`src/rtl/mux_rr_arbiter_pkg.sv`:
```
// Shared definitions for the two-requester round-robin mux arbiter:
// requester ids, reset winner, default width and the slot state encoding.
// The optional ARB_LOCK_EN build macro is handled in mux_rr_arbiter.sv.
package mux_rr_arbiter_pkg;

  localparam logic REQ0          = 1'b0;
  localparam logic REQ1          = 1'b1;
  localparam logic RST_LAST_GNT  = 1'b1;
  localparam int   DEFAULT_WIDTH = 8;

  // State = {slot full, last winner}; the bit layout is relied on by the top.
  typedef enum logic [1:0] {
    ST_EMPTY_G0 = 2'b00,
    ST_EMPTY_G1 = 2'b01,
    ST_FULL_G0  = 2'b10,
    ST_FULL_G1  = 2'b11
  } arb_state_e;

  // Plain round-robin pick: a lone requester wins, contention goes to the
  // requester that did not win last, idle keeps the previous winner.
  function automatic logic rr_pick(input logic v0, input logic v1, input logic last);
    logic pick;
    if (v0 && !v1) begin
      pick = REQ0;
    end else if (!v0 && v1) begin
      pick = REQ1;
    end else if (v0 && v1) begin
      pick = ~last;
    end else begin
      pick = last;
    end
    return pick;
  endfunction

endpackage

```
`src/rtl/mux_rr_arbiter_mux2_w.sv`:
```
// WIDTH-wide 2:1 multiplexer: y = s ? d1 : d0.
module mux2_w
  import mux_rr_arbiter_pkg::*;
#(
  parameter int WIDTH = DEFAULT_WIDTH
) (
  input  logic             s,
  input  logic [WIDTH-1:0] d0,
  input  logic [WIDTH-1:0] d1,
  output logic [WIDTH-1:0] y
);

  assign y = s ? d1 : d0;

endmodule

```
`src/rtl/mux_rr_arbiter.sv`:
```
// Two-requester round-robin arbiter feeding one registered output slot.
// A slot can drain and refill in the same cycle; a full, stalled slot blocks
// both requesters. Build macro ARB_LOCK_EN lets the last winner hold the grant
// while its lock input is high; without it lock0/lock1 are ignored.
module mux_rr_arbiter
  import mux_rr_arbiter_pkg::*;
#(
  parameter int WIDTH = DEFAULT_WIDTH
) (
  input  logic             clk,
  input  logic             rst,
  input  logic             in_valid0,
  input  logic [WIDTH-1:0] in_data0,
  output logic             in_ready0,
  input  logic             in_valid1,
  input  logic [WIDTH-1:0] in_data1,
  output logic             in_ready1,
  input  logic             lock0,
  input  logic             lock1,
  output logic             sel,
  output logic             out_valid,
  output logic [WIDTH-1:0] out_data,
  input  logic             out_ready,
  output logic             last_gnt
);

  arb_state_e       r_state;
  arb_state_e       w_state_next;
  logic [WIDTH-1:0] r_out_data;
  logic [WIDTH-1:0] w_mux_y;
  logic             w_full;
  logic             w_last;
  logic             w_slot_free;
  logic             w_sel_rr;
  logic             w_sel;
  logic             w_accept;

  assign w_full      = r_state[1];
  assign w_last      = r_state[0];
  assign w_slot_free = !w_full || out_ready;
  assign w_sel_rr    = rr_pick(in_valid0, in_valid1, w_last);

`ifdef ARB_LOCK_EN
  logic w_lock_last;
  logic w_valid_last;
  assign w_lock_last  = w_last ? lock1 : lock0;
  assign w_valid_last = w_last ? in_valid1 : in_valid0;
  // A lock only counts for the requester that won last and is still valid.
  assign w_sel = (w_lock_last && w_valid_last) ? w_last : w_sel_rr;
`else
  logic w_unused_lock;
  assign w_unused_lock = lock0 | lock1;
  assign w_sel = w_sel_rr;
`endif

  assign in_ready0 = !rst && w_slot_free && in_valid0 && (w_sel == REQ0);
  assign in_ready1 = !rst && w_slot_free && in_valid1 && (w_sel == REQ1);
  assign w_accept  = in_ready0 || in_ready1;

  mux2_w #(.WIDTH(WIDTH)) u_mux (
    .s  (w_sel),
    .d0 (in_data0),
    .d1 (in_data1),
    .y  (w_mux_y)
  );

  // Slot state register; reset empties the slot and favours requester 0 next.
  always_ff @(posedge clk) begin
    if (rst) begin
      r_state <= arb_state_e'({1'b0, RST_LAST_GNT});
    end else begin
      r_state <= w_state_next;
    end
  end

  // Next slot state: accept fills and records the winner, drain empties.
  always_comb begin
    w_state_next = r_state;
    case (r_state)
      ST_EMPTY_G0, ST_EMPTY_G1: begin
        if (w_accept) begin
          w_state_next = arb_state_e'({1'b1, w_sel});
        end else begin
          w_state_next = r_state;
        end
      end
      ST_FULL_G0, ST_FULL_G1: begin
        if (w_accept) begin
          w_state_next = arb_state_e'({1'b1, w_sel});
        end else if (out_ready) begin
          w_state_next = arb_state_e'({1'b0, w_last});
        end else begin
          w_state_next = r_state;
        end
      end
      default: begin
        w_state_next = arb_state_e'({1'b0, RST_LAST_GNT});
      end
    endcase
  end

  // Output data register; loads the selected word on accept, else holds.
  always_ff @(posedge clk) begin
    if (rst) begin
      r_out_data <= {WIDTH{1'b0}};
    end else if (w_accept) begin
      r_out_data <= w_mux_y;
    end else begin
      r_out_data <= r_out_data;
    end
  end

  assign sel       = w_sel;
  assign out_valid = w_full;
  assign last_gnt  = w_last;
  assign out_data  = r_out_data;

endmodule

```
`config.mk`:
```
export PLATFORM = sky130hd
export DESIGN_NAME = mux_rr_arbiter
export DESIGN_NICKNAME = d
export VERILOG_FILES = /design/src/rtl/mux_rr_arbiter_pkg.sv /design/src/rtl/mux_rr_arbiter_mux2_w.sv /design/src/rtl/mux_rr_arbiter.sv
export SDC_FILE = /design/constraint.sdc
export NUM_CORES = 1
export LEC_CHECK = 0
export ABC_AREA = 1
export BUFFER_PORTS_ARGS = -buffer_cell sky130_fd_sc_hd__buf_4
export CAP_MARGIN = 0
export CORE_MARGIN = 3
export CORE_UTILIZATION = 36
export DETAILED_ROUTE_END_ITERATION = 10
export PLACE_DENSITY = 0.72
export RECOVER_POWER = 100
export SETUP_SLACK_MARGIN = 0.5
export SLEW_MARGIN = 10
export SYNTH_ARGS = -nofsm -noshare
export SYNTH_HDL_FRONTEND = slang
export SYNTH_SLANG_ARGS = --single-unit
```
`constraint.sdc`:
```
create_clock -name clk -period 0.92 [get_ports clk]
set_input_delay 0.138 -clock clk [delete_from_list [all_inputs] [get_ports clk]]
set_output_delay 0.138 -clock clk [all_outputs]
set_load 0.05 [all_outputs]
```
==> impl_results.md, run 1 <==
* Run status: stopped before the end
* Halt Stage: global routing
* Halt Reason: [ERROR DPL-0038] Utilization greater than 100%, impossible to legalize
* #FFs+latches synth at 10
* DP Worst Slack at -0.205 ns
* Commonest cells post-synth: nand2_1 (28), nor2_1 (19), nand3_1 (16)
* Last worst endpoint in the global-route repair_timing: in_ready0
* Type of pin the worst path ends at: output port
* Die Wd at 45.8 µm
* Root Buffer: clkbuf_4
* Buffers on Ports at 33
* Clock Sinks at 10
* Mean Syn Cell Area at 6.13 µm²
* Area leader, netlist: dfxtp_1
* Num ports at 36
* Seq/Total Area, Yosys at 35.1%
* Mapped cell area at 571 µm²
* H-tree Lvls at 1
* Library cells used by synthesis at 11
* Final GP Congestion at a little over 0.8
* CTS Buffer Depth at 2
* Die Y at 45.8 µm
* Main flop type after synthesis: dfxtp_1
* Post-synth top area share at 35.1%
* Net count after synthesis at 116
* Synth async-reset ratio at 0%
* CTS Hold Bufs at 0
* Synth top area cells: dfxtp_1 (35%), nand2_1 (18%), nand3_1 (14%)
* DPL Wire Length at 1370 µm
* EDFF count, synth at 0
* Initial Util at 40.8%
* Placed insts at 154
* CTS Buf Count at 3
* Most common cell in the netlist: nand2_1
* Num rows at 13
* Largest net degree at the start of global routing at 9
* Synth warnings at 0
* Synthesized instance count at 93
==> kinds of logic after synthesis <==
family / after synthesis / share of synthesized area (%)
simple gates: 66 / 50.4
buf+inv: 14 / 9.87
flops: 10 / 35.1
compound gates: 3 / 4.60
==> timing repair <==
item	in CTS
endpoints found under the setup margin	23
cloned	1
gates resized for setup	34
buffers inserted	4
pin swaps	8
==> stage by stage <==
stage	area (µm²)	TNS [ns]
3_5_place_dp	1030	-1.68
2_1_floorplan	646	-2.47
3_3_place_gp	1030	-1.42
4_1_cts	1240	-2.84
==> run 2, diff against run 1 <==
--- a/config.mk
+++ b/config.mk
@@ -8,12 +8,11 @@
 export ABC_AREA = 1
 export BUFFER_PORTS_ARGS = -buffer_cell sky130_fd_sc_hd__buf_4
 export CAP_MARGIN = 0
-export CORE_MARGIN = 3
-export CORE_UTILIZATION = 36
+export CORE_AREA = 3 3 64 66
 export DETAILED_ROUTE_END_ITERATION = 10
-export PLACE_DENSITY = 0.72
+export DIE_AREA = 0 0 67 69
+export PLACE_DENSITY_LB_ADDON = 0.15
 export RECOVER_POWER = 100
-export SETUP_SLACK_MARGIN = 0.5
 export SLEW_MARGIN = 10
 export SYNTH_ARGS = -nofsm -noshare
 export SYNTH_HDL_FRONTEND = slang
==> constraint.sdc (replaced) <==
create_clock -name clk -period 1.2 [get_ports clk]
set_input_delay 0.18 -clock clk [delete_from_list [all_inputs] [get_ports clk]]
set_output_delay 0.18 -clock clk [all_outputs]
set_load 0.05 [all_outputs]
==> impl_results.md, run 2 <==
* Buffers on Ports at 33
* Period minus WS final at 1.37 ns
* Crit. path cell count at 4
* Top Family by Delay on Critical Path: flip-flops
* Num rows at 22
* Hold Crit Depth at 2
* Area leader, netlist: dfxtp_1
* Run status: complete, but fails checks
* Num ports at 36
* Synthesized instance count at 93
* #FFs+latches synth at 10
* Worst skew pair latency at roughly 0.23 ns
* Failing checks: setup timing
* # DRC at 0
* Routed WL at just under 2000 µm
* First-pass GRT wire length at about 3300 µm
* PD cells at 1240 nW/µm²
* Seq/Total Area, Yosys at a little over a third
* Most common cell in the netlist: nand2_1
* CTS Buffer Depth at 2
* CP Launch Type: flip-flop
* Synth async-reset ratio at 0%
* Max Cap Viol at 0
* Area Overhead vs Synth at 78.9%
* Initial antenna violation count at 0
* Diodes inserted at 0
* Leak at 0.000554 µW
* Reg2Reg Depth at 6
* CTS tree: done
* CP max stage delay at 0.36 ns
* Die area at around 4600 µm²
* Slew headroom at 81.0%
* Commonest non-fill, non-tap cell in the layout: buf_4
* CTS Buf Count at 3
* Synth warnings at 0
* CTS clk-pin slew, worst paths at 0.05 ns
* Max Slew Vio Count at 0
* CP required at 1.02 ns
* Library cells used by synthesis at 11
* Max Fclk at approximately 730 MHz
* Final setup viols at 3
* Number of global-route vias before repair at 731
* Die Wd at 67 µm
* Detailed-route via count at 721
* Hold Worst Slack at ~0.12 ns
* Largest net degree at the start of global routing at 9
* Nets at 163
* Crit path max fanout at 3
* Share of layout cells above drive strength 1 at 41.0%
* Worst path arrival time at 1.19 ns
* Starting DRT DRC Count at 24
* DR WL/cell at about 10 µm
* Congestion Overflow GR at 0
* Least-Margin Pin Slew at between 0.2 and 0.3 ns
* Commonest cells post-synth: nand2_1 (28), nor2_1 (19), nand3_1 (16)
* First-pass iteration count of the detailed router at 4
* Vias/cell at 3.86
* Post-Route Skew at ~0.0056 ns
* Mean Syn Cell Area at 6.13 µm²
* RSZ-0062 raised after global routing: true
* Main flop type after synthesis: dfxtp_1
* Final GP Congestion at 0.707
* Crit share post-route at 114%
* DP Worst Slack at 0.000433 ns
* Slowest cell on crit path: dfxtp_4
* DPL Wire Length at 1570 µm
* Setup crit end kind: output pin
* WP buf/inv at 2
* Clock Sinks at 10
* Root Buffer: clkbuf_8
* H-tree Lvls at 1
* Critical path type: flip-flop to output pin
* Crit-path cells: o21ai_4, clkinvlp_4, nor2_4, buf_6
* EDFF count, synth at 0
* Synth top area cells: dfxtp_1 (35%), nand2_1 (18%), nand3_1 (14%)
* Most frequent cells in the layout: buf_4 (30), nand2_1 (27), nor2_1 (17), nand3_1 (16), inv_1 (12)
* Fin. Hold Viols at 0
* Mapped cell area at 571 µm²
* Final ANT Viol Nets at 0
* Hold Path Class: input port to flip-flop
* CTS Hold Bufs at 0
* Core ar. at ~3600 µm²
* Net count after synthesis at around 120
* Max reg flops at 8
* Max VDD drop at 0.000286 V
* Die Y at 69 µm
* Post-synth top area share at 35.1%
* Global-route usage over all layers at 9.26%
* PnR worst setup slack at -0.172 ns
* Initial Util at 15.7%
==> run 2: cell counts after synthesis <==
Identical to the previous run, type by type.
==> run 2: worst paths after layout <==
kind / start / endpoint / slack (ns)
max reg2reg: r_state[1] / out_data[6] / 0.11
min reg2reg: out_data[7] / out_data[7] / 0.54
max: r_state[0] / in_ready0 / -0.17
min: rst / r_state[1] / 0.12
==> run 2: final cells by class <==
| cell class | count | area [µm²] |
|---|---|---|
| fillers | 437 | 2610 |
| repair buffers | 43 | 305 |
| clock buffers | 4 | 55.1 |
| inverters | 13 | 52.6 |
| well taps | 48 | 60.1 |
| flip-flops and latches | 10 | 204 |
| multi-input cells | 69 | 344 |
==> run 2: cell families (layout without fill, tap and decap cells) <==
group / count (synthesis) / count (layout) / share of synthesized area, %
flip-flops: 10 / 10 / 35.1
AO/OA/AOI/OAI: 3 / 3 / 4.60
AND/OR/NAND/NOR: 66 / 66 / 50.4
buffers and inverters: 14 / 60 / 9.87
==> run 2: where the power goes <==
part | switching, µW | total, µW | internal [µW]
Combinational | 293 | 460 | 167
Clock | 134 | 422 | 289
Sequential | 18.9 | 384 | 365
Total | 446 | 1270 | 820
==> run 2: metrics by stage <==
stage               util [%]  std cells  total power, µW  cell area, µm²  setup TNS (ns)
floorplan                  -         93              676             597          -0.822
global placement        26.5        182              860             965               0
detailed placement      26.5        182              861             965               0
CTS                     28.6        187             1310            1040          -0.455
global route            28.1        187             1360            1020          -0.765
finish                  28.1        187             1270            1020          -0.453
==> run 2: per-layer routing <==
layer	routed length [µm]	vias up	track usage, %
li1	-	379	-
met1	849	316	11.5
met3	136	2	2.61
met4	34	0	4.05
met5	0	-	0
met2	926	24	14.5
==> run 2: worst register-to-register path: cells and delay by family (launching register included) <==
kind	cells	cell delay, ns
buffers and inverters	1	0.20
DFF	1	0.32
and+or+nand+nor	5	0.47
==> run 2: what timing repair did <==
action,in CTS,in global routing
buffers inserted,1,0
resized for setup,3,3
pin swaps,3,0
setup endpoints to repair,3,11
Note: power is estimated with default switching activity, not from simulation.
==> run 3, diff against run 2 <==
--- a/config.mk
+++ b/config.mk
@@ -5,7 +5,6 @@
 export SDC_FILE = /design/constraint.sdc
 export NUM_CORES = 1
 export LEC_CHECK = 0
-export ABC_AREA = 1
 export BUFFER_PORTS_ARGS = -buffer_cell sky130_fd_sc_hd__buf_4
 export CAP_MARGIN = 0
 export CORE_AREA = 3 3 64 66
==> impl_results.md, run 3 <==
* Failing checks: setup timing
* Synth async-reset ratio at 0%
* Max Fclk at roughly 770 MHz
* Combinational fraction of design power at 36.6%
* Final core utilization at 29.5%
* Commonest non-fill, non-tap cell in the layout: buf_4
* Vias/cell at 4.35
* Period minus WS final at 1.30 ns
* Switching part of the total at 33.7%
* Die Wd at 67 µm
* Detailed-route via count at approximately 670
* Nets at 131
* Routed WL at 2130 µm
* DR WL/cell at 13.8 µm
* RSZ-0062 raised after global routing: true
* Net count after synthesis at 88
* CTS Hold Bufs at 0
* Root Buffer: clkbuf_8
* Core ar. at 3630 µm²
* Number of global-route vias before repair at 729
* Mapped cell area at 591 µm²
* Commonest cells post-synth: dfxtp_1 (10), a311oi_2 (8), a31oi_1 (8), nand3_1 (8), o21ai_0 (8)
* Crit-path cells: nand2b_4, nand2_8, and3_4, buf_8
* CP Launch Type: flip-flop
* CP max stage delay at around 0.35 ns
* Area leader, netlist: dfxtp_1
* Crit path max fanout at 3
* Top Family by Delay on Critical Path: simple AND/OR/NAND/NOR gates
* Synth warnings at 0
* Critical path type: flip-flop to output pin
* Global-route usage over all layers at 9.97%
* Seq/Total Area, Yosys at 33.9%
* First-pass GRT wire length at 3490 µm
* Area Overhead vs Synth at 81.4%
* Congestion Overflow GR at 0
* Share of layout cells above drive strength 1 at between 60% and 70%
* Mean Syn Cell Area at 9.09 µm²
* Diodes inserted at 0
* Main flop type after synthesis: dfxtp_1
* Clock Sinks at 10
* CTS Buffer Depth at 2
* Hold Path Class: input port to flip-flop
* Leak at 0.000454 µW
* Least-Margin Pin Slew at between 0.2 and 0.3 ns
* Worst path arrival time at approximately 1.1 ns
* Power Internal at 843 µW
* Non-filler cells, final at 155
* Final GP Congestion at 0.735
* Most common cell in the netlist: dfxtp_1
* CP required at 1.02 ns
* Crit share post-route at 108%
* Max reg flops at 8
* Max Cap Viol at 0
* PD cells at between 1000 and 1500 nW/µm²
* Most frequent cells in the layout: buf_4 (29), clkbuf_2 (10)
* Max VDD drop at 0.000354 V
* First-pass iteration count of the detailed router at 4
* WP buf/inv at 1
* Die area at ~4600 µm²
* Synthesized instance count at 65
* Num rows at 22
* Max Slew Vio Count at 0
* Worst skew pair latency at between 0.2 and 0.25 ns
* Net Sw Power at 429 µW
* # DRC at 0
* Die Y at roughly 70 µm
* Post-Route Skew at roughly 0.0036 ns
* Clock share of power at approximately 34%
* Num ports at 36
* Initial antenna violation count at 0
* H-tree Lvls at 1
* Initial Util at 16.3%
* Placed insts at 148
* #FFs+latches synth at 10
* Final setup viols at 11
* Slowest cell on crit path: dfxtp_4
* PnR worst setup slack at -0.0995 ns
* DPL Wire Length at between 1500 and 2000 µm
* Starting DRT DRC Count at 27
* CTS clk-pin slew, worst paths at 0.05 ns
* Final ANT Viol Nets at 0
* Largest net degree at the start of global routing at 13
* Post-synth top area share at between 30% and 40%
* CTS tree: done
* CTS Buf Count at 3
* Sequential power share at 29.8%
* Fin. Hold Viols at 0
* Buffers on Ports at 33
* EDFF count, synth at 0
* Slew headroom at 81.0%
* Synth top area cells: dfxtp_1 (34%), a311oi_2 (20%), a31oi_1 (8.5%)
* Setup crit end kind: output pin
* Hold Worst Slack at 0.253 ns
* Library cells used by synthesis at 20
* Run status: complete, but fails checks
run 3: cell types whose count changed after synthesis, sizes merged, moves of 2 or more:
cell	before	now
a31oi	0	8
clkbuf	0	4
inv	13	1
nand2b	0	3
nor2	19	1
nand2	29	2
a311oi	0	8
and3	0	3
nand3	18	8
o21ai	1	8
buf	1	3
run 3: logic make-up after synthesis:
kind of cell           Yosys count  share of synthesized area [%]
AND/OR/NAND/NOR                 21                           20.3
buffers and inverters            8                           7.62
flip-flops                      10                           33.9
AO/OA/AOI/OAI                   26                           38.1
run 3: power groups by stage:
stage               registers [µW]  clock network [µW]  logic (µW)
floorplan                      482                   0         192
detailed placement             387                   0         438
global route                   383                 458         500
global placement               386                   0         438
finish                         379                 428         466
CTS                            380                 438         476
run 3: cell type report:
type / instances / area, µm²
Fill cell: 417 / 2560
Multi-Input combinational cell: 47 / 402
Timing Repair Buffer: 45 / 343
Sequential cell: 10 / 208
Tap cell: 48 / 60.1
Clock buffer: 4 / 55.1
Inverter: 1 / 3.75
run 3: path summary, 6_finish.rpt:
path	startpoint	end	slack [ns]	cells after the start
worst max-delay path	r_state[0]	in_ready1	-0.1	4
worst min-delay path	in_valid0	r_state[1]	0.25	3
worst max register to register	r_state[1]	out_data[7]	-0.03	4
worst min register to register	out_data[4]	out_data[4]	0.58	2
run 3: worst register-to-register path, stage by stage (launching register included):
cell	delay [ns]
dfxtp_4	0.34
nand2b_4	0.06
clkbuf_2	0.25
and3_4	0.33
a311oi_2	0.12
run 3: routing by layer:
metal | track usage (%) | routed length, µm | vias up
li1 | - | - | 339
met1 | 12.8 | 892 | 306
met2 | 15.0 | 1010 | 27
met3 | 2.93 | 198 | 2
met4 | 4.73 | 27 | 0
met5 | 0 | 0 | -
run 3: repair_timing:
item	in CTS	in global routing
gates resized for setup	12	12
pin swaps	2	7
setup endpoints to repair	4	12
setup buffers	3	0
run 3: stage by stage:
step | power, µW | cell area, µm² | setup TNS [ns] | worst slack [ns]
finish | 1270 | 1070 | -0.388 | -0.0995
global route | 1340 | 1070 | -1.13 | -0.139
CTS | 1290 | 1080 | -0.255 | -0.112
global placement | 825 | 962 | 0 | 0.0211
floorplan | 675 | 643 | -0.157 | -0.0832
detailed placement | 825 | 962 | -0.000971 | -0.000971
